## config.mk

```make
export PLATFORM = sky130hd
export DESIGN_NAME = axi_wr_arb
export DESIGN_NICKNAME = d
export VERILOG_FILES = /design/src/rtl/axi_wr_arb.sv
export SDC_FILE = /design/constraint.sdc
export NUM_CORES = 1
export LEC_CHECK = 0
export CORE_AREA = 2 2 124 126
export CTS_CLUSTER_DIAMETER = 120
export DETAILED_ROUTE_END_ITERATION = 6
export DIE_AREA = 0 0 126 128
export GPL_ROUTABILITY_DRIVEN = 0
export PLACE_DENSITY = 0.63
export SETUP_SLACK_MARGIN = 0.5
export SLEW_MARGIN = 25
export SYNTH_ARGS = -nofsm -noshare
export SYNTH_HDL_FRONTEND = slang
export SYNTH_SLANG_ARGS = --single-unit
```

## constraint.sdc

```tcl
create_clock -name clk -period 1.7 [get_ports clk]
set_clock_uncertainty 0.1 [all_clocks]
set_input_delay 0.17 -clock clk [delete_from_list [all_inputs] [get_ports clk]]
set_output_delay 0.17 -clock clk [all_outputs]
set_load 0.03 [all_outputs]
```

## src/rtl/axi_wr_arb.sv

```systemverilog
// axi_wr_arb: two-port round-robin burst arbiter in front of one AXI4 write master.
// Latency: request to grant/m_start is 1 cycle; m_done to done pulse is 1 cycle, back to IDLE in 2.
// Backpressure: requests wait while a burst is in flight; the master paces beats through m_data_req.
// Optional watchdog: define AXI_WR_ARB_TIMEOUT_EN to abort bursts that never see m_done.

module axi_wr_arb #(
  parameter int ADDR_W      = 30,
  parameter int DATA_W      = 64,
  parameter int TIMEOUT_CYC = 4095
) (
  input  logic              clk,
  input  logic              rst_n,

  input  logic              req0,
  input  logic [ADDR_W-1:0] addr0,
  input  logic [7:0]        len0,
  input  logic [DATA_W-1:0] wdata0,
  output logic              gnt0,
  output logic              data_req0,
  output logic              done0,

  input  logic              req1,
  input  logic [ADDR_W-1:0] addr1,
  input  logic [7:0]        len1,
  input  logic [DATA_W-1:0] wdata1,
  output logic              gnt1,
  output logic              data_req1,
  output logic              done1,

  output logic              m_start,
  output logic [ADDR_W-1:0] m_addr,
  output logic [7:0]        m_len,
  output logic [DATA_W-1:0] m_wdata,
  input  logic              m_data_req,
  input  logic              m_done,

  output logic              err
);

  typedef enum logic [1:0] {
    S_IDLE  = 2'd0,
    S_GRANT = 2'd1,
    S_BUSY  = 2'd2,
    S_DONE  = 2'd3
  } state_t;

  state_t            state;
  state_t            state_nxt;

  // Grant levels and latched burst descriptor of the current owner.
  logic              gnt0_q;
  logic              gnt1_q;
  logic [ADDR_W-1:0] addr_q;
  logic [7:0]        len_q;

  // 1 when port 1 won the most recent arbitration.
  logic              last_winner;

  logic              any_req;
  logic              win1;
  logic              arb_fire;
  logic              timeout;

  assign any_req  = req0 | req1;
  // Port 1 wins when it is alone, or on a tie when port 0 won last time.
  assign win1     = req1 & (~req0 | ~last_winner);
  assign arb_fire = (state == S_IDLE) & any_req;

`ifdef AXI_WR_ARB_TIMEOUT_EN
  // Last BUSY count before the abort fires: the abort lands on the
  // TIMEOUT_CYC-th BUSY cycle after GRANT.
  localparam logic [15:0] WD_LAST = 16'(TIMEOUT_CYC - 1);

  logic [15:0] wd_cnt;

  // Watchdog counter: cleared in GRANT, counts every BUSY cycle.
  always_ff @(posedge clk) begin
    if (!rst_n) begin
      wd_cnt <= '0;
    end else if (state == S_GRANT) begin
      wd_cnt <= '0;
    end else if (state == S_BUSY) begin
      wd_cnt <= wd_cnt + 16'd1;
    end
  end

  // A real completion in the same cycle takes precedence over the abort.
  assign timeout = (state == S_BUSY) & (wd_cnt == WD_LAST) & ~m_done;
`else
  // Watchdog compiled out: the limit is kept only so the parameter list is
  // identical in both builds.
  localparam int wd_limit_unused = TIMEOUT_CYC;

  assign timeout = 1'b0;
`endif

  // State register.
  always_ff @(posedge clk) begin
    if (!rst_n) begin
      state <= S_IDLE;
    end else begin
      state <= state_nxt;
    end
  end

  // Next-state logic; m_done is honoured in GRANT and BUSY only.
  always_comb begin
    state_nxt = state;
    case (state)
      S_IDLE: begin
        if (any_req) begin
          state_nxt = S_GRANT;
        end
      end
      S_GRANT: begin
        if (m_done) begin
          state_nxt = S_DONE;
        end else begin
          state_nxt = S_BUSY;
        end
      end
      S_BUSY: begin
        if (m_done || timeout) begin
          state_nxt = S_DONE;
        end
      end
      S_DONE: begin
        state_nxt = S_IDLE;
      end
      default: begin
        state_nxt = S_IDLE;
      end
    endcase
  end

  // Grant, round-robin history and burst descriptor: loaded on arbitration,
  // grant dropped at the end of DONE, descriptor held until the next grant.
  always_ff @(posedge clk) begin
    if (!rst_n) begin
      gnt0_q      <= 1'b0;
      gnt1_q      <= 1'b0;
      last_winner <= 1'b1;
      addr_q      <= '0;
      len_q       <= '0;
    end else if (arb_fire) begin
      gnt0_q      <= ~win1;
      gnt1_q      <= win1;
      last_winner <= win1;
      addr_q      <= win1 ? addr1 : addr0;
      len_q       <= win1 ? len1  : len0;
    end else if (state == S_DONE) begin
      gnt0_q      <= 1'b0;
      gnt1_q      <= 1'b0;
    end
  end

  // Output decode: strobes and data steering are combinational from the grant.
  always_comb begin
    gnt0      = gnt0_q;
    gnt1      = gnt1_q;
    m_start   = (state == S_GRANT);
    m_addr    = addr_q;
    m_len     = len_q;
    done0     = (state == S_DONE) & gnt0_q;
    done1     = (state == S_DONE) & gnt1_q;
    data_req0 = m_data_req & gnt0_q;
    data_req1 = m_data_req & gnt1_q;
    err       = timeout;
    m_wdata   = '0;
    if (gnt0_q) begin
      m_wdata = wdata0;
    end else if (gnt1_q) begin
      m_wdata = wdata1;
    end
  end

endmodule

```

==> results of run 1 <==
## sequential cells by signal, summed over array words and instances (netlist names)
name,flops
m_addr,30
m_len,8
last_winner,1
gnt0,1
gnt1,1
state,2
## kinds of logic (layout without fill, tap and decap cells)
group                      Yosys count  count (layout)  synth area share [%]
buffers and inverters               35             384                  8.31
AOI/OAI and AO/OA                  111             112                  40.5
adders and majority gates            5               5                  2.50
DFF                                 43              43                  34.5
other                                1               1                 0.150
and+or+nand+nor                     57              61                  13.7
muxes                                1               1                 0.401
## per-layer routing
layer  GRT usage [%]  share of wire [%]  up-vias  wire (um)
met5               0              0.097        -         16
met4            4.07                1.5        2        241
met3            3.38                5.2       20        861
met2            31.4                 52      164       8600
met1            20.4                 41     1844       6760
li1                -                  -     1766          -
## cells in the final DEF, fill, tap and decap left out, drive strengths merged, types with 2 or more instances in the layout
| cell | n |
|---|---|
| a22o | 64 |
| clkbuf | 15 |
| buf | 153 |
| nand3 | 2 |
| ha | 5 |
| a21oi | 2 |
| and2 | 4 |
| dfxtp | 43 |
| clkdlybuf4s15 | 3 |
| nand2 | 5 |
| inv | 4 |
| nor2 | 3 |
| a221o | 38 |
| and3 | 39 |
| o21ai | 2 |
| clkdlybuf4s50 | 208 |
| and4 | 5 |
## per-stage QoR
stage	hold slack (ps)	util (%)	instances	area (um2)	power, mW
finish	384	51.4	795	7630	9.60
global route	389	51.4	795	7630	10.0
global placement	372	43.2	745	6430	6.87
detailed placement	375	43.2	745	6430	6.91
floorplan	208	-	253	3200	4.86
CTS	384	49.0	773	7290	8.86
## final timing paths
path | startpoint | end | slack [ps] | cells after the start
max | gnt1$_SDFFE_PN0P_ | m_wdata[43] | 30 | 6
min | addr0[24] | m_addr[24]$_SDFFE_PN0P_ | 380 | 2
max reg2reg | state[0]$_SDFFE_PN0P_ | m_addr[0]$_SDFFE_PN0P_ | 40 | 7
min reg2reg | state[1]$_SDFFE_PN0P_ | state[1]$_SDFFE_PN0P_ | 380 | 2
## repair_timing
item	in CTS	in global routing
gates cloned	10	15
gates resized for setup	237	111
setup buffers	11	7
pin swaps	2	23
setup endpoints to repair	150	144
## critical path: cells and delay by family (launching register included)
family / cells / cell delay, ps
compound gates: 1 / 220
buf+inv: 4 / 490
flops: 1 / 350
simple gates: 1 / 40
## where the power goes
part	internal, mW	switching, mW
Clock	0.582	0.406
Sequential	1.30	0.188
Combinational	3.75	3.37
Total	5.64	3.96
## layout make-up
type	count	area share, %
clock inverter	1	0.115
inverter	3	0.180
clock buffer	6	1.82
timing repair buffer	374	53.3
sequential	43	11.4
multi-input combinational	180	30.1
tap	188	3.08
==> results by group, run 1 <==
Clock network
  – CTS tree: done
  – Post-CTS Hold Buffers: 0
  – H-tree Lvls: 2
  – Clock sinks: 43
  – Root buffer cell: clkbuf_16
  – Clk_lat worst skew: between 200 and 300 ps
  – Number of CTS-inserted buffers: 5
  – CTS Buffer Depth: 2
  – Clock slew at reported path FFs: 70 ps

Min path
  – Hold Crit Class: in -> reg

Drt
  – DRT iter0 DRCs: between 100 and 150
  – Wirelength, routed: about 16000 um
  – Remaining DRCs: 0
  – Vias/cell: roughly 4.8
  – Routed len/inst: a little over 20 um
  – Antenna Nets Post-Route: 0
  – DRT Pass-1 Iters: 4
  – Vias: between 3000 and 4000

Critical path
  – CP Class: reg -> out
  – Worst setup SP type: flip-flop
  – Crit path DAT: 1400 ps
  – Critical path peak fanout: 6
  – Critical Path Sink Type: output pin
  – Crit-path slowest cell: dfxtp_4
  – CP peak stage delay: around 350 ps
  – Cell Chain, Critical Path: inv_4 -> nor2_4 -> buf_6 -> clkbuf_16 -> a22o_4 -> buf_12
  – Req. time, crit path: between 1000 and 1500 ps

Floorplan
  – Initial core utilization: between 10% and 20%
  – Die ar.: ~16000 um2
  – Row cnt: 45
  – Die span in x: 126 um
  – # IOs: 320
  – Die Y-Extent: 128 um
  – Core area: 14900 um2

Synth
  – Syn_nets: ~470
  – Yosys Warn Count: 0
  – Synth area leaders: dfxtp_1, a22o_1, a221o_1
  – Post-synth cell types: 30
  – Mapped Avg Cell Area: between 9 and 10 um2
  – Synth top area share: approximately 34%
  – Flops & latches, synth: 43
  – Area leader, netlist: dfxtp_1
  – EDFF count, synth: 0
  – Count leader, synth: a22o_1
  – Sequential element share of the synthesized area: between 30% and 40%
  – Top_reg_cell synth: dfxtp_1
  – Syn Std Cell Area: about 2500 um2
  – Async SR Flop Fraction: 0%
  – Syn Inst Count: around 250
  – Top cells by count, synth: a22o_1, dfxtp_1, and3_1

Layout
  – Flip-flop and latch area: about 870 um2
  – Multi-input gate area: ~2300 um2
  – Final net count: 822
  – Area Growth Syn to Fin: 206%
  – Fillcell total: 1332
  – Layout cells sized above 1: between 40 and 50%
  – Inserted Diodes: 0

Global routing
  – Total grt overflow: 0
  – First-pass GRT wire length: ~22000 um
  – Gr usage total: 17.1%
  – Initial antenna violation count: 1
  – Largest net degree at the start of global routing: 39
  – Number of global-route vias before repair: 3883

STA
  – Setup TNS: 0 ps
  – Fin worst setup slack: 34.5 ps
  – Final setup viols: 0
  – Final min period: about 1700 ps
  – RSZ-0062 raised after global routing: yes
  – Final Max Slew Viols: 0
  – Final period util: 98.0%
  – Endpoints failing hold: 0
  – Peak Freq: 600 MHz

Run
  – Max-cap violations: 0

Power and ir drop
  – Cell Pwr Density: ~1300 nW/um2
  – LEAKAGE: between 3 and 4 nW
  – Max VDD drop: around 0.5 mV

Placement
  – Port bufs: 318
  – Pre-CTS WS: -368 ps
  – Post-DP HPWL: slightly above 10000 um

Status
  – Status: complete, no violations
No activity file was read; power rests on OpenSTA's default activity.
==> run 2: changes to the inputs <==
--- a/config.mk
+++ b/config.mk
@@ -5,13 +5,15 @@
 export SDC_FILE = /design/constraint.sdc
 export NUM_CORES = 1
 export LEC_CHECK = 0
-export CORE_AREA = 2 2 124 126
+export CORE_AREA = 2 2 123 125
 export CTS_CLUSTER_DIAMETER = 120
 export DETAILED_ROUTE_END_ITERATION = 6
-export DIE_AREA = 0 0 126 128
+export DIE_AREA = 0 0 125 127
+export DONT_BUFFER_PORTS = 1
 export GPL_ROUTABILITY_DRIVEN = 0
-export PLACE_DENSITY = 0.63
+export PLACE_DENSITY = 0.34
 export SETUP_SLACK_MARGIN = 0.5
+export SKIP_LAST_GASP = 1
 export SLEW_MARGIN = 25
 export SYNTH_ARGS = -nofsm -noshare
 export SYNTH_HDL_FRONTEND = slang
==> run 2 against run 1 <==
  * The flow now finishes with violations (negative setup slack)
  * Via count is 25% lower
  * Combinational power is 26% lower
  * Sequential cell count stayed put
  * Cell count is 30% lower
  * Clock power hardly changed
  * Non-clock buffer count is 235 lower
  * Design area is 30% lower
  * Worst setup slack worse by 40 ps
  * Critical path depth is 1 higher
  * Die area is 1.6% lower
  * Total power is 14% lower
  * Register-to-register slack worse by 50 ps
  * Critical endpoint is now m_addr[11]$_SDFFE_PN0P_
  * Largest power group unchanged
==> results by group, run 2 (synthesis gave the netlist of run 1 again) <==
Status
  – Status: finished, violations left
  – Failing checks: negative setup slack

Clock network
  – H-tree Lvls: 2
  – Clock sinks: 43
  – CTS Buffer Depth: 2
  – Number of CTS-inserted buffers: 5
  – Clk_lat worst skew: around 280 ps
  – Clock slew at reported path FFs: ~70 ps
  – Root buffer cell: clkbuf_16
  – CTS tree: done

Power and ir drop
  – Gate power share: between 60% and 70%
  – Max VDD drop: ~0.66 mV
  – Overall power: roughly 8.3 mW
  – LEAKAGE: 2.37 nW
  – Clock power share: between 10 and 15%
  – Sw Ratio: a little over two fifths
  – Cell Pwr Density: 1550 nW/um2
  – Net Switching: ~3.6 mW
  – Int Power: around 4.7 mW
  – Register share of total power: between 20% and 30%

Drt
  – Remaining DRCs: 0
  – DRT Pass-1 Iters: 4
  – Vias: 2829
  – Wirelength, routed: between 10000 and 15000 um
  – Routed len/inst: 24.3 um
  – DRT iter0 DRCs: a little under 100
  – Antenna Nets Post-Route: 0
  – Vias/cell: roughly 5

Layout
  – Max reg flops: 30
  – Layout cells sized above 1: around 45%
  – Final cell count without fillers: 553
  – Area Growth Syn to Fin: 114%
  – Commonest cells after routing, fill and taps aside: dlygate4sd3_1, a22o_4, dfxtp_1
  – Most common cell after layout, fill and taps aside: dlygate4sd3_1
  – Post-Route Utilization: 37.0%
  – Inserted Diodes: 0
  – Fillcell total: ~1400
  – Final net count: just under 600

Critical path
  – Critical Path Sink Type: flip-flop
  – CP peak stage delay: 320 ps
  – WP buf/inv: 3
  – Crit path max-delay family: buffers and inverters
  – CP Class: reg -> reg
  – Crit-path slowest cell: dfxtp_2
  – Worst setup SP type: flip-flop
  – Reg2reg start: state[1]$_SDFFE_PN0P_
  – Cell Chain, Critical Path: inv_2 -> ha_4 -> buf_6 -> o21ai_4 -> bufbuf_16 -> and3_1 -> a221o_1
  – Req. time, crit path: roughly 1800 ps
  – Crit path DAT: about 1800 ps
  – Critical path peak fanout: 9
  – Critical Path Start: state[1]$_SDFFE_PN0P_

Min path
  – Hold Crit Class: in -> reg
  – Hold Path Origin: req0

Global routing
  – Number of global-route vias before repair: 2838
  – Gr usage total: 13.9%
  – First-pass GRT wire length: ~17000 um
  – Initial antenna violation count: 0
  – Total grt overflow: 0
  – Largest net degree at the start of global routing: 42

Floorplan
  – # IOs: between 300 and 400
  – Die span in x: approximately 130 um
  – Row cnt: 44
  – Die Y-Extent: ~130 um
  – Core area: between 10000 and 15000 um2
  – Die ar.: roughly 16000 um2
  – Initial core utilization: ~17%

STA
  – Fin worst setup slack: -5.07 ps
  – Fin Hold WS: about 2.8 ps
  – Endpoints failing hold: 0
  – RSZ-0062 raised after global routing: yes
  – Peak Freq: around 600 MHz
  – Final setup viols: 1
  – Final min period: around 1700 ps
  – Final period util: 100%
  – Final Max Slew Viols: 0

Placement
  – Port bufs: 0
  – Post-DP HPWL: 7120 um
  – Cell Count Post-Placement: 416

Run
  – Max-cap violations: 0
-- run 2: stage by stage --
step	cell area [um2]	setup slack [ps]	TNS (ps)
global route	5340	-44.9	-1380
CTS	4950	4.85	0
floorplan	3200	195	0
detailed placement	3280	-175	-6110
finish	5340	-5.07	-5.07
global placement	3280	-167	-5970
-- run 2: path summary, 6_finish.rpt --
path	endpoint	slack, ps	depth (start not counted)
worst max-delay path	m_addr[11]$_SDFFE_PN0P_	-5	7
worst min-delay path	gnt0$_SDFFE_PN0P_	3	2
worst max register to register	m_addr[11]$_SDFFE_PN0P_	-5	7
worst min register to register	last_winner$_SDFFE_PN1P_	570	2
-- run 2: layout make-up --
cell class              count  area [um2]  share of cell area, %
multi-input cells         176        2160                   40.4
repair buffers            139        1910                   35.8
flip-flops and latches     43         871                   16.3
well taps                 184         230                   4.31
clock buffers               6         139                   2.60
clock inverters             2        16.3                  0.304
inverters                   3        13.8                  0.258
-- run 2: timing repair --
item / CTS / global route
gates cloned: 13 / 13
buffers inserted: 18 / 6
hold buffers: 79 / 0
hold endpoints to repair: 43 / 0
pin swaps: 16 / 12
endpoints found under the setup margin: 112 / 113
gates resized for setup: 45 / 15
-- run 2: metal layers --
layer / routed length (um) / GRT usage [%] / up-vias
li1: - / - / 1274
met1: 5260 / 17.0 / 1366
met2: 7110 / 24.6 / 185
met3: 1020 / 3.89 / 4
met4: 54 / 2.42 / 0
met5: 0 / 0 / -
-- run 2: power groups by stage --
stage | registers, mW | logic (mW) | clock network (mW)
final | 1.99 | 5.28 | 1.00
after global routing | 2.02 | 5.51 | 1.08
after CTS | 1.98 | 4.72 | 1.03
after detailed placement | 1.98 | 3.18 | 0
after global placement | 2.00 | 3.17 | 0
after floorplan | 1.95 | 2.91 | 0
==> run 3: changes to the inputs <==
==> constraint.sdc (replaced) <==
create_clock -name clk -period 1.7 [get_ports clk]
set_clock_uncertainty 0.1 [all_clocks]
set_input_delay 0.17 -clock clk [delete_from_list [all_inputs] [get_ports clk]]
set_output_delay 0.17 -clock clk [all_outputs]
set_load 0.1 [all_outputs]
==> run 3 against run 2 <==
  * The run still ends with negative setup slack left
  * Global-route usage grew 2.7 points
  * Clock power hardly changed
  * Wire length up 18%
  * Worst hold slack better by 38 ps
  * Non-clock buffer count increased by 74
  * Combinational power increased by 95%
  * Cell count is 13% higher
  * Sequential power up 3%
  * Maximum frequency is 2.3% lower
  * Largest power group unchanged
==> results by group, run 3 (synthesis gave the netlist of run 1 again) <==
Global routing
  – Largest net degree at the start of global routing: 42
  – Total grt overflow: 0
  – Number of global-route vias before repair: between 3000 and 4000
  – First-pass GRT wire length: roughly 20000 um
  – Initial antenna violation count: 0
  – Gr usage total: 16.6%

Placement
  – Post-DP HPWL: roughly 8700 um
  – Port bufs: 0
  – Area after DPL: about 4200 um2

Clock network
  – Clock slew at reported path FFs: 60 ps
  – Root buffer cell: clkbuf_16
  – H-tree Lvls: 2
  – Clock sinks: 43
  – CTS tree: done
  – CTS Buffer Depth: 2
  – Number of CTS-inserted buffers: 5
  – Clk_lat worst skew: 280 ps

STA
  – Final Max Slew Viols: 0
  – Fin worst setup slack: -44.4 ps
  – Final period util: 103%
  – Peak Freq: 573 MHz
  – RSZ-0062 raised after global routing: yes
  – Final min period: between 1500 and 2000 ps
  – Final setup viols: 35
  – Endpoints failing hold: 0

Power and ir drop
  – Cell Pwr Density: approximately 2000 nW/um2
  – Int Power: between 5 and 6 mW
  – Gate power share: a little under 80%
  – LEAKAGE: 2.85 nW
  – Sw Ratio: around 56%
  – Max VDD drop: between 0.9 and 1 mV
  – Overall power: around 13 mW
  – Net Switching: about 7.5 mW
  – Clock power share: around 7.3%
  – Register share of total power: between 10% and 20%

Critical path
  – Worst setup SP type: flip-flop
  – Cell Chain, Critical Path: inv_4 -> ha_4 -> buf_6 -> buf_6 -> and4_4 -> bufbuf_16 -> a221o_1
  – WP buf/inv: 4
  – Crit path max-delay family: buffers and inverters
  – R2R Setup Slk: -40 ps
  – Critical path peak fanout: 6
  – Critical Path Sink Type: flip-flop
  – Crit-path slowest cell: dfxtp_4
  – Crit path DAT: 1810 ps
  – Req. time, crit path: 1770 ps
  – Most frequent CP cell: buf_6
  – CP Class: reg -> reg
  – CP peak stage delay: 360 ps

Drt
  – Wirelength, routed: 15900 um
  – Antenna Nets Post-Route: 0
  – Routed len/inst: ~25 um
  – Vias/cell: 5.19
  – DRT Pass-1 Iters: 4
  – Vias: 3254
  – Remaining DRCs: 0
  – DRT iter0 DRCs: about 130

Status
  – Failing checks: negative setup slack
  – Status: finished, violations left

Layout
  – Post-Route Utilization: between 40% and 50%
  – Area Growth Syn to Fin: 166%
  – Fin area: ~6600 um2
  – Fillcell total: roughly 1300
  – Max reg flops: 30
  – Commonest cells after routing, fill and taps aside: dlygate4sd3_1, a22o_4, buf_12
  – Most common cell after layout, fill and taps aside: dlygate4sd3_1
  – Inserted Diodes: 0
  – Final net count: around 660
  – Layout cells sized above 1: between 60 and 70%

Floorplan
  – Initial core utilization: 17.3%
  – Row cnt: 44
  – Core area: between 10000 and 15000 um2
  – Die Y-Extent: between 100 and 150 um
  – # IOs: 320
  – Die ar.: between 15000 and 20000 um2
  – Die span in x: between 100 and 150 um

Run
  – Max-cap violations: 0

Min path
  – Hold Crit Class: in -> reg
run 3: changes by cell type in the layout (fill, tap and decap cells not counted), moves of 3 or more:
cell	delta
and3_4	+24
bufbuf_16	-3
buf_4	+8
dfxtp_4	+12
buf_12	+42
buf_6	+26
clkbuf_16	+4
inv_4	+3
dfxtp_2	+6
dfxtp_1	-18
and3_1	-24
run 3: path summary, 6_finish.rpt:
kind,from,to,depth (start not counted)
worst max-delay path,state[0]$_SDFFE_PN0P_,m_addr[18]$_SDFFE_PN0P_,7
worst min-delay path,req1,gnt0$_SDFFE_PN0P_,3
worst max register to register,state[0]$_SDFFE_PN0P_,m_addr[18]$_SDFFE_PN0P_,7
worst min register to register,m_addr[7]$_SDFFE_PN0P_,m_addr[7]$_SDFFE_PN0P_,2
run 3: worst reg2reg max path, delay by kind of cell, from the launching register on:
kind | cells | cell delay (ps)
AND/OR/NAND/NOR | 1 | 170
flip-flops | 1 | 360
adder cells (fa/ha/maj) | 1 | 150
AO/OA/AOI/OAI | 1 | 300
buffers and inverters | 4 | 550
run 3: power groups by stage:
stage          Sequential (mW)  Clock [mW]  Combinational (mW)
6_report                  2.04       0.966                10.3
3_3_place_gp              1.99           0                7.97
3_5_place_dp              1.98           0                7.98
2_1_floorplan             3.32           0                4.95
4_1_cts                   2.01       0.994                9.27
5_1_grt                   2.08        1.03                10.6
run 3: cell type report:
class	count	area [um2]	share of cell area, %
clock inverters	2	11.3	0.170
repair buffers	213	3040	45.8
inverters	3	18.8	0.283
multi-input cells	176	2290	34.4
well taps	184	230	3.47
flip-flops and latches	43	923	13.9
clock buffers	6	129	1.94
run 3: what timing repair did:
item / CTS / global route
setup endpoints to repair: 128 / 131
buffers inserted: 17 / 7
hold endpoints to repair: 43 / 0
pin swaps: 21 / 23
hold buffers: 79 / 0
cloned: 10 / 17
gates resized for setup: 62 / 74
run 3: metal layers:
metal | global-route usage [%] | part of all wire, % | vias to the layer above
met5 | 0 | 0 | -
met4 | 3.99 | 2.5 | 0
met3 | 4.82 | 8.0 | 21
met2 | 30.9 | 54 | 213
met1 | 18.7 | 36 | 1608
li1 | - | - | 1412
run 3: through the flow:
stage                     setup WS (ps)  hold WS [ps]  TNS (ps)  cells
after floorplan                    -163           208     -3920    253
after global placement             -203           171     -7490    488
after detailed placement          -63.0           173      -707    489
after CTS                         -25.2          30.7      -739    603
after global routing              -82.9          53.2     -4310    627
final                             -44.4          40.4      -790    627
